## config.mk

```make
export PLATFORM = sky130hd
export DESIGN_NAME = mem_seq_control
export DESIGN_NICKNAME = d
export VERILOG_FILES = /design/src/rtl/mem_seq_pkg.sv /design/src/rtl/mem_seq_control_beat_counter.sv /design/src/rtl/mem_seq_control.sv
export SDC_FILE = /design/constraint.sdc
export NUM_CORES = 1
export LEC_CHECK = 0
export CAP_MARGIN = 20
export CELL_PAD_IN_SITES_DETAIL_PLACEMENT = 1
export CELL_PAD_IN_SITES_GLOBAL_PLACEMENT = 1
export CORE_MARGIN = 5
export CORE_UTILIZATION = 35
export CTS_BUF_LIST = sky130_fd_sc_hd__clkbuf_4 sky130_fd_sc_hd__clkbuf_8 sky130_fd_sc_hd__clkbuf_16
export DETAILED_ROUTE_END_ITERATION = 8
export PLACE_DENSITY_LB_ADDON = 0.3
export SETUP_SLACK_MARGIN = 0.5
export SYNTH_ARGS = -nofsm -noshare
export SYNTH_HDL_FRONTEND = slang
export SYNTH_SLANG_ARGS = --single-unit
```

## constraint.sdc

```tcl
create_clock -name clk -period 3.7 [get_ports clk]
set_input_delay 0.37 -clock clk [delete_from_list [all_inputs] [get_ports clk]]
set_output_delay 0.37 -clock clk [all_outputs]
set_load 0.03 [all_outputs]
```

## src/rtl/mem_seq_pkg.sv

```systemverilog
// Shared definitions for the memory-stage control-transfer sequencer:
// state encoding and the per-operation beat count.
package mem_seq_pkg;

  typedef enum logic [2:0] {
    ST_IDLE = 3'd0,
    ST_CALL = 3'd1,
    ST_RET  = 3'd2,
    ST_RTI  = 3'd3,
    ST_INT  = 3'd4
  } state_e;

  // Number of stack beats an operation occupies. RTI and INT move the
  // flags word in addition to the PC words.
  function automatic int unsigned op_len(input state_e st, input int unsigned beats);
    int unsigned len;
    case (st)
      ST_RTI, ST_INT: len = beats + 32'd1;
      default:        len = beats;
    endcase
    return len;
  endfunction

endpackage

```

## src/rtl/mem_seq_control_beat_counter.sv

```systemverilog
// Generic beat counter for multi-cycle stages: counts while enabled,
// flags the final beat and wraps to zero after it.
module beat_counter #(
  parameter int W = 2
) (
  input  logic         clk,
  input  logic         rst,
  input  logic         clr,
  input  logic         en,
  input  logic [W-1:0] last_val,
  output logic [W-1:0] cnt,
  output logic         last
);

  logic [W-1:0] cnt_q;
  logic [W-1:0] cnt_d;

  assign cnt  = cnt_q;
  assign last = (cnt_q == last_val);

  // Next count: clear wins, otherwise advance and wrap after the last beat.
  always_comb begin
    cnt_d = cnt_q;
    if (clr) begin
      cnt_d = '0;
    end else if (en) begin
      if (last) begin
        cnt_d = '0;
      end else begin
        cnt_d = cnt_q + W'(1);
      end
    end else begin
      cnt_d = cnt_q;
    end
  end

  // Count register with asynchronous active-low reset.
  always_ff @(posedge clk or negedge rst) begin
    if (!rst) begin
      cnt_q <= '0;
    end else begin
      cnt_q <= cnt_d;
    end
  end

endmodule

```

## src/rtl/mem_seq_control.sv

```systemverilog
// MEM-stage sequencer for CALL/RET/RTI and interrupt entry. Moves a
// multi-word PC (and flags for RTI/INT) one stack word per cycle while
// stalling the pipeline, then issues a single jump pulse.
module mem_seq_control
  import mem_seq_pkg::*;
#(
  parameter int BEATS     = 2,
  parameter int INT_FIRST = 0
) (
  input  logic                         clk,
  input  logic                         rst,
  input  logic                         call,
  input  logic                         ret,
  input  logic                         rti,
  input  logic                         int_req,
  input  logic                         int_en,
  output logic                         extend,
  output logic                         busy,
  output logic                         mem_re,
  output logic                         mem_we,
  output logic                         sp_inc,
  output logic                         sp_dec,
  output logic [$clog2(BEATS+1)-1:0]   word_sel,
  output logic                         flags_sel,
  output logic                         flags_restore,
  output logic                         jump,
  output logic                         jump_vec,
  output logic                         int_ack
);

  localparam int CNT_W = $clog2(BEATS+1);
  localparam logic [CNT_W-1:0] BEATS_M1 = CNT_W'(BEATS - 1);
  localparam logic [CNT_W-1:0] FLAGS_BEAT = CNT_W'(BEATS);

  state_e           state_q;
  state_e           state_d;
  state_e           instr_op_s;
  logic             pending_q;
  logic             pending_d;
  logic [CNT_W-1:0] beat_s;
  logic [CNT_W-1:0] last_val_s;
  logic             last_s;
  logic             in_op_s;
  logic             take_int_s;
  logic             instr_s;

  assign in_op_s    = (state_q != ST_IDLE);
  assign last_val_s = CNT_W'(op_len(state_q, int'(BEATS)) - 32'd1);

  beat_counter #(
    .W (CNT_W)
  ) u_beat (
    .clk      (clk),
    .rst      (rst),
    .clr      (!in_op_s),
    .en       (in_op_s),
    .last_val (last_val_s),
    .cnt      (beat_s),
    .last     (last_s)
  );

  // Accept logic in IDLE, per-beat strobe decode in the op states.
  always_comb begin
    state_d       = state_q;
    pending_d     = pending_q | int_req;
    extend        = 1'b0;
    busy          = 1'b0;
    mem_re        = 1'b0;
    mem_we        = 1'b0;
    sp_inc        = 1'b0;
    sp_dec        = 1'b0;
    word_sel      = '0;
    flags_sel     = 1'b0;
    flags_restore = 1'b0;
    jump          = 1'b0;
    jump_vec      = 1'b0;
    int_ack       = 1'b0;
    take_int_s    = (pending_q | int_req) & int_en;
    instr_s       = call | ret | rti;

    if (rti) begin
      instr_op_s = ST_RTI;
    end else if (ret) begin
      instr_op_s = ST_RET;
    end else if (call) begin
      instr_op_s = ST_CALL;
    end else begin
      instr_op_s = ST_IDLE;
    end

    case (state_q)
      ST_IDLE: begin
        // Reset gating keeps every output low while rst is asserted.
        if (rst && take_int_s && ((INT_FIRST != 0) || !instr_s)) begin
          state_d   = ST_INT;
          pending_d = 1'b0;
          int_ack   = 1'b1;
          extend    = 1'b1;
        end else if (rst && instr_s) begin
          state_d = instr_op_s;
          extend  = 1'b1;
        end else begin
          state_d = ST_IDLE;
        end
      end
      ST_CALL: begin
        busy     = 1'b1;
        extend   = !last_s;
        mem_we   = 1'b1;
        sp_dec   = 1'b1;
        word_sel = beat_s;
      end
      ST_RET: begin
        busy     = 1'b1;
        extend   = !last_s;
        mem_re   = 1'b1;
        sp_inc   = 1'b1;
        word_sel = BEATS_M1 - beat_s;
        jump     = last_s;
      end
      ST_INT: begin
        busy     = 1'b1;
        extend   = !last_s;
        mem_we   = 1'b1;
        sp_dec   = 1'b1;
        jump     = last_s;
        jump_vec = last_s;
        if (beat_s == '0) begin
          flags_sel = 1'b1;
        end else begin
          word_sel = beat_s - CNT_W'(1);
        end
      end
      ST_RTI: begin
        busy   = 1'b1;
        extend = !last_s;
        mem_re = 1'b1;
        sp_inc = 1'b1;
        if (beat_s == FLAGS_BEAT) begin
          flags_sel     = 1'b1;
          flags_restore = 1'b1;
          jump          = 1'b1;
        end else begin
          word_sel = BEATS_M1 - beat_s;
        end
      end
      default: begin
        state_d = ST_IDLE;
      end
    endcase

    if (in_op_s && last_s) begin
      state_d = ST_IDLE;
    end else begin
      state_d = state_d;
    end
  end

  // State and pending-interrupt registers.
  always_ff @(posedge clk or negedge rst) begin
    if (!rst) begin
      state_q   <= ST_IDLE;
      pending_q <= 1'b0;
    end else begin
      state_q   <= state_d;
      pending_q <= pending_d;
    end
  end

endmodule

```

* Word-level counts from Yosys, hierarchy flattened
Cells that the tools add are included.
** Word-level totals
- Bits in registers :: 6
- Bits in latches :: 0
- Bits in writable memories :: 0
- Memory bits (read-only) :: 0
- Bits of input ports :: 7
- Output and inout port bits :: 13
- Logic and storage cells :: 61
- Memories :: 0
** Cells by class
- Add/subtract/negate cells :: 4
- $mul :: 0
- Div/mod/pow operators :: 0
- Magnitude comparators :: 0
- Equal/unequal tests :: 7
- Shifts and indexed selects :: 0
- Multiplexer cells :: 29
- Bitwise operators :: 4
- Reductions and logical operators :: 14
** Operators with widths (count)
- 1-bit two-way mux :: 15
- 2-bit two-way mux :: 6
- 3-bit two-way mux :: 3
- 2-bit case mux with 4 select lines :: 1
- 2-bit OR reduction :: 4
- 3-bit by 2-bit == test with 1-bit output, second input constant :: 2
- 1-bit case mux with 2 select lines :: 3
- 3-bit case mux with 2 select lines :: 1
- 1-bit logical AND :: 4
- 4-bit OR reduction :: 1
- 2-bit by 1-bit subtractor with 2-bit output, second input constant :: 2
- 3-bit by 1-bit == test with 1-bit output, second input constant :: 1
- 3-bit == test, second input constant :: 1
- 3-bit zero test :: 1
- 1-bit bitwise OR :: 3
- 3-bit nonzero test :: 1
- 2-bit by 1-bit adder with 2-bit output, second input constant :: 1
- 2-bit == test :: 1
- 2-bit == test, second input constant :: 1
- 1-bit zero test :: 2
- 2-bit zero test :: 1
- 2-bit by 1-bit != test with 1-bit output, second input constant :: 1
- 1-bit by 2-bit subtractor with 2-bit output, first input constant :: 1
- 1-bit bitwise AND :: 1

* Depth between registers and ports, before layout
Gate-level depths: netlist of the first run.
- Word-level depth :: 7
- Depth in mapped cells :: 5
- Depth with buffers taken out :: 4

* Cells and area by module
A second synthesis of the first run with hierarchy kept.
** Second synthesis, totals
- Cells, all modules :: 70
- Area, all modules :: 551.8 sq um
** Modules (own cells, without submodules)
- mem_seq_control :: instances 1, cells an instance 56, area an instance 425.4 sq um, sequential area each 100.1 sq um
- beat_counter :: instances 1, cells an instance 14, area an instance 126.4 sq um, sequential area each 50.0 sq um

* Worst setup path after synthesis of the first run
No wires, ideal clock.
- Path kind :: register to output
- Start point :: register state_q[1]
- End point :: output port flags_sel
- Arrival :: 1.538 ns
- Required time :: 3.330 ns
- Slack :: 1.792 ns
- Cell stages (with the launch flop) :: 4
- Buffers on the path :: 0
- Cell sequence :: dfrtp_1 nor2b_2 and3_1 a21o_1
** Between the ends
- Word-level cells in the longest chain between the ends :: 2
- Elaborated cells on any way between the ends :: 3
- Those cells by class :: 2 x eq/ne; 1 x mux
** Ends and longest elaborated chain
- start, declared :: RTL line mem_seq_control.sv:35 : state_e state_q;
- start signal, assigned :: RTL line mem_seq_control.sv:165 : state_q <= state_d;
- 3-bit by 2-bit == test with 1-bit output / 3-bit == test (equally long branches) :: RTL line mem_seq_control.sv:91 : case (state_q)
- 1-bit case mux with 2 select lines (*) :: RTL line mem_seq_control.sv:91
- end, declared :: RTL line mem_seq_control.sv:24 : output logic flags_sel,
Mark *: on every way between the ends. The rest lies on a longest branch, timed or not.

* Worst setup path after layout of the first run
- Start point :: input port rst
- End point :: output port extend
** Between the ends
- Word-level cells in the longest chain between the ends :: 4
- Elaborated cells on any way between the ends :: 6
- Those cells by class :: 3 x mux; 3 x reduce/logical
** Ends and longest elaborated chain
- start, declared :: RTL line mem_seq_control.sv:11 : input logic rst,
- 1-bit logical AND, on equally long branches :: RTL line mem_seq_control.sv:99, mem_seq_control.sv:94
- 1-bit two-way mux / 1-bit logical AND (equally long branches) :: RTL line mem_seq_control.sv:99, mem_seq_control.sv:94
- 1-bit two-way mux (*) :: RTL line mem_seq_control.sv:94 : if (rst && take_int_s && ((INT_FIRST != 0) || !instr_s)) begin
- 1-bit case mux with 2 select lines (*) :: RTL line mem_seq_control.sv:91
- end, declared :: RTL line mem_seq_control.sv:17 : output logic extend,
Marks and branches as above.

==> impl_metrics.yaml, run 1 <==
timing:
  skew_ps: 0.0440
  rsz0062_at_grt: "no"
  max_slew_margin_pct: 57.3
  setup_tns_ps: 0
  period_minus_slack_ps: 2760
  slew_viol_final: 0
  holdWs_ps: 372
  post-route-period-util_pct: 74.6
  finalSetupViolCount: 0
  finalWorstSetupSlack_ps: 939
  finalHoldViolations: 0
  max_freq_mhz: 362
  tightest_slew_ps: 641
worst_setup_path:
  critPathLaunchType: "primary input"
  ff2ff_path_depth: 3
  worst_r2r_endpoint: "state_q[1]"
  r2r_slack_ps: 2220
  r2r_start: "state_q[1]"
  critical_path_class: "primary input to output port"
  crit_chain: "clkdlybuf4s50_1, nor4b_4, a21bo_2, o311ai_1, clkdlybuf4s50_1"
  crit_path_end_kind: "output port"
  cpPeakStageDelay_ps: 720
  cp_common_cell: "clkdlybuf4s50_1"
  worstPathArrival_ps: 2390
  worstPathMaxFanout: 7
  cp_data_required_time_ps: 3330
  crit_slowest_cell: "clkdlybuf4s50_1"
power_and_ir_drop:
  power_density_nw_per_um2: 855
  p_total_mw: 0.718
  pwr-share-comb_pct: 66.5
  power.share.switching_pct: 52.4
  cellLeakagePower_nw: 0.334
  clockPowerShare_pct: 8.1
  net-switching-power_mw: 0.376
  p_seq_share_pct: 25.4
  peakVddDrop_mv: 0.416
  internal-power_mw: 0.341
clock_tree:
  cts_setup_buffers: 0
  cts_buffers: 3
  cts_tree: "built"
  cts_resized: 0
  clock_latency_ps: 240
  clk_pin_slew_ps: 40
  hold_buffers: 0
  clock-sinks: 6
  h-tree-depth: 1
  cts-root-buf: "clkbuf_4"
  clockBufferDepth: 2
yosys:
  ys.flop_type: "dfrtp_1"
  syn-num-nets: 86
  ys_types: 37
  synth_area_um2: 652
  synth_top_area_share_pct: 23.0
  yosysSeqAreaShare_pct: 23.0
  yosys_warnings: 0
  yosys.area.top_type: "dfrtp_1"
  async_flop_share_pct: 100
  synth_top_cells_by_area: "dfrtp_1 23%, ha_1 7.7%, buf_6 5.2%"
  synth_edf_count: 0
  synth_common_cells: "6 x dfrtp_1, 6 x nand2_1, 6 x o21ai_1"
  avgSynthCellArea_um2: 8.69
  ys_ff_latch: 6
  synth_cells: 75
cells_and_area:
  seqCellArea_um2: 150
  post-route-util_pct: 48.1
  multiInputGateArea_um2: 430
  syn_to_final_growth_pct: 28.8
  drive_gt1_share_pct: 12.1
  fin_nets: 104
  fillers: 216
  final_area_um2: 840
  antennaDiodeCount: 0
  layoutNonFillerInstCount: 116
global_route:
  grt_max_degree: 16
  antenna_found_initial: 0
  grt.total_usage_pct: 15.4
  grt_pass1_wl_mm: 3.04
  grt_pass1_vias: 639
  grt.overflow.total: 0
floorplanning:
  fp.dieH_um: 53.2
  fp.dieW_um: 53.2
  core_area_um2: 1750
  die-area_um2: 2830
  pin_count: 20
  num_rows: 15
  start_util_pct: 37.3
placed_design:
  place_hpwl_mm: 1.29
  place_ws_ps: 931
  gp_congestion: 0.743
  dp.cells: 113
  place_area_um2: 817
  io_buffer_count: 19
route:
  finalWirelength_mm: 1.70
  ant_nets: 0
  routed_via_density: 5.17
  drt_iter0_drc: 5
  drc: 0
  wl_per_cell_um: 14.7
  num_vias: 600
  dr.pass1.iters: 3
outcome:
  status: "completed"
flow_run:
  cap_violations: 0
hold_path:
  hp-class: "primary input to async pin"
## cell usage in the layout (no fill, tap or decap), types with 2 or more instances in the layout
master           instances
o21ai_0                  4
o21ai_1                  6
xnor2_1                  2
nor2_1                   4
clkbuf_4                 3
ha_1                     4
nor3b_1                  2
dfrtp_1                  6
clkdlybuf4s50_1         19
inv_1                    3
nand2_1                  6
a21oi_1                  3
nand2b_1                 4
and3_1                   2
## final cells by class
cell class / count / share of cell area, %
clock buffer: 3 / 2.68
inverter: 4 / 1.79
timing repair buffer: 19 / 22.7
multi-input combinational: 59 / 51.3
tap: 25 / 3.73
sequential: 6 / 17.9
## flip-flops by register name, indices dropped and copies added (netlist names)
| register | cells |
|---|---|
| u_beat.cnt | 2 |
| state_q | 3 |
| pending_q | 1 |
## power groups by stage
| stage | sequential (mW) | clock, mW | combinational [mW] |
|---|---|---|---|
| floorplan | 0.121 | 0 | 0.400 |
| global placement | 0.182 | 0 | 0.476 |
| detailed placement | 0.180 | 0 | 0.479 |
| CTS | 0.180 | 0.0608 | 0.484 |
| global route | 0.192 | 0.0687 | 0.522 |
| finish | 0.182 | 0.0579 | 0.477 |
## metal layers
layer  GRT usage, %  up-vias  part of all wire, %
li1               -      301                    -
met1           22.1      280                   51
met2           20.9       15                   44
met3           2.25        4                  2.5
met4           10.2        0                  2.5
met5              0        -                    0
## worst max-delay path by stage
| stage | to | slack, ps | depth (start not counted) | start |
|---|---|---|---|---|
| 4_1_cts | extend | 920 | 5 | rst |
| 3_5_place_dp | extend | 930 | 5 | rst |
| 5_1_grt | extend | 840 | 5 | rst |
| 6_report | extend | 940 | 5 | rst |
| 3_3_place_gp | extend | 950 | 5 | rst |
| 2_1_floorplan | flags_sel | 1790 | 3 | state_q[1] |
## cell families after synthesis
group                    synth area share, %
AO/OA/AOI/OAI                           22.8
XOR/XNOR                                2.69
adder cells (fa/ha/maj)                 7.68
buffers and inverters                   10.9
flip-flops                              23.0
AND/OR/NAND/NOR                         32.8
## worst max-delay path: cells and delay by family
family / cells / cell delay, ps
AO/OA/AOI/OAI: 2 / 340
buffers and inverters: 2 / 1340
AND/OR/NAND/NOR: 1 / 340
Note: power is estimated with default switching activity, not from simulation.
==> run 2, diff against run 1 <==
--- a/config.mk
+++ b/config.mk
@@ -9,7 +9,7 @@
 export CELL_PAD_IN_SITES_DETAIL_PLACEMENT = 1
 export CELL_PAD_IN_SITES_GLOBAL_PLACEMENT = 1
 export CORE_MARGIN = 5
-export CORE_UTILIZATION = 35
+export CORE_UTILIZATION = 30
 export CTS_BUF_LIST = sky130_fd_sc_hd__clkbuf_4 sky130_fd_sc_hd__clkbuf_8 sky130_fd_sc_hd__clkbuf_16
 export DETAILED_ROUTE_END_ITERATION = 8
 export PLACE_DENSITY_LB_ADDON = 0.3
==> constraint.sdc (replaced) <==
create_clock -name clk -period 2.25 [get_ports clk]
set_input_delay 0.225 -clock clk [delete_from_list [all_inputs] [get_ports clk]]
set_output_delay 0.225 -clock clk [all_outputs]
set_load 0.03 [all_outputs]
==> impl_metrics.yaml, run 2 (synthesized netlist as in run 1, its figures left out) <==
cells_and_area:
  antennaDiodeCount: 0
  drive_gt1_share_pct: 50.4
  syn_to_final_growth_pct: 64.7
  largest_reg_flops: 3
  largest-register: "state_q"
  fin_nets: 128
  final_cell_mix: "24 x buf_4, 6 x o21ai_1, 6 x clkdlybuf4s50_1, 5 x clkbuf_4"
  layoutNonFillerInstCount: 142
  fillers: 249
  layout_commonest_cell: "buf_4"
timing:
  finalHoldViolations: 0
  rsz0062_at_grt: "yes"
  tightest_slew_ps: 388
  max_freq_mhz: 540
  skew_ps: 2.08
  post-route-period-util_pct: 82.3
  slew_viol_final: 0
  period_minus_slack_ps: 1850
  max_slew_margin_pct: 73.9
  setup_tns_ps: 0
  finalSetupViolCount: 0
placed_design:
  dp.cells: 120
  io_buffer_count: 19
  place_hpwl_mm: 1.39
  gp_congestion: 0.811
clock_tree:
  clockBufferDepth: 2
  clk_pin_slew_ps: 50
  cts_tree: "built"
  clock-sinks: 6
  cts-root-buf: "clkbuf_4"
  cts_buffers: 3
  hold_buffers: 0
  clock_latency_ps: 240
  h-tree-depth: 1
floorplanning:
  start_util_pct: 32.2
  pin_count: 20
  die-area_um2: 3210
  num_rows: 16
  core_area_um2: 2020
  fp.dieW_um: 56.6
  fp.dieH_um: 56.6
power_and_ir_drop:
  peakVddDrop_mv: 0.774
  power_density_nw_per_um2: 1400
  cellLeakagePower_nw: 0.486
  p_total_mw: 1.51
route:
  ant_nets: 0
  drc: 0
  dr.pass1.iters: 3
  drt_iter0_drc: 5
  num_vias: 702
  wl_per_cell_um: 16.2
  finalWirelength_mm: 2.30
  routed_via_density: 4.94
worst_setup_path:
  crit_chain: "buf_6, nor4b_4, a21bo_2, o311ai_2, buf_4"
  cp_data_required_time_ps: 2030
  worstPathMaxFanout: 2
  cpPeakStageDelay_ps: 410
  worstPathArrival_ps: 1630
  r2r_slack_ps: 740
  critPathLaunchType: "register"
  critical_path_class: "register to output port"
  crit_path_end_kind: "output port"
  crit_slowest_cell: "dfrtp_2"
global_route:
  antenna_found_initial: 0
  grt.total_usage_pct: 14.7
  grt_max_degree: 8
  grt_pass1_wl_mm: 3.71
  grt.overflow.total: 0
  grt_pass1_vias: 780
outcome:
  status: "completed"
hold_path:
  hp-class: "primary input to async pin"
flow_run:
  cap_violations: 0
-- run 2: cell count changes in the layout (fill, tap and decap cells not counted), moves of 4 or more --
cell | before | now
buf_4 | 0 | 24
clkdlybuf4s50_1 | 19 | 6
dfrtp_2 | 0 | 4
dfrtp_1 | 6 | 1
buf_6 | 0 | 4
-- run 2: final cells by class --
class	instances	area [um^2]	area share [%]
Sequential cell	6	159	14.8
Timing Repair Buffer	43	373	34.7
Multi-Input combinational cell	59	470	43.8
Tap cell	27	33.8	3.15
Inverter	4	15.0	1.40
Clock buffer	3	22.5	2.10
-- run 2: where the power goes --
part | total [mW] | internal, mW | switching [mW]
Combinational | 1.18 | 0.553 | 0.632
Clock | 0.0989 | 0.0603 | 0.0385
Sequential | 0.223 | 0.156 | 0.0667
Total | 1.51 | 0.770 | 0.737
-- run 2: final timing paths --
path / start / end / cells past startpoint
worst max-delay path: state_q[1] / extend / 5
worst min-delay path: rst / state_q[0] / 2
worst max register to register: state_q[1] / state_q[2] / 7
worst min register to register: pending_q / pending_q / 2
max in group asynchronous: rst / state_q[0] / 2
min in group clk: pending_q / pending_q / 2
-- run 2: stage by stage --
step | area [um^2] | util (%) | setup WS [ps] | hold WS, ps
2_1_floorplan | 652 | - | 487 | -70.6
3_3_place_gp | 852 | 42.1 | 174 | 550
3_5_place_dp | 852 | 42.1 | 83.0 | 554
4_1_cts | 1050 | 51.9 | 356 | 293
5_1_grt | 1070 | 53.1 | 323 | 319
6_report | 1070 | 53.1 | 398 | 298
-- run 2: critical path: cells and delay by family (launching register included) --
kind	cells	cell delay, ps
AO/OA/AOI/OAI	2	350
buffers and inverters	2	340
flip-flops	1	410
AND/OR/NAND/NOR	1	290
-- run 2: what timing repair did --
action,CTS,global route
buffers inserted,16,3
pin swaps,5,7
hold endpoints to repair,0,0
endpoints found under the setup margin,13,11
resized for setup,45,30
-- run 2: metal layers --
metal	global-route usage (%)	up-vias	wire length (um)
met1	19.2	340	1080
met2	23.4	11	1150
li1	-	349	-
met3	2.29	2	34
met5	0	-	0
met4	7.12	0	28
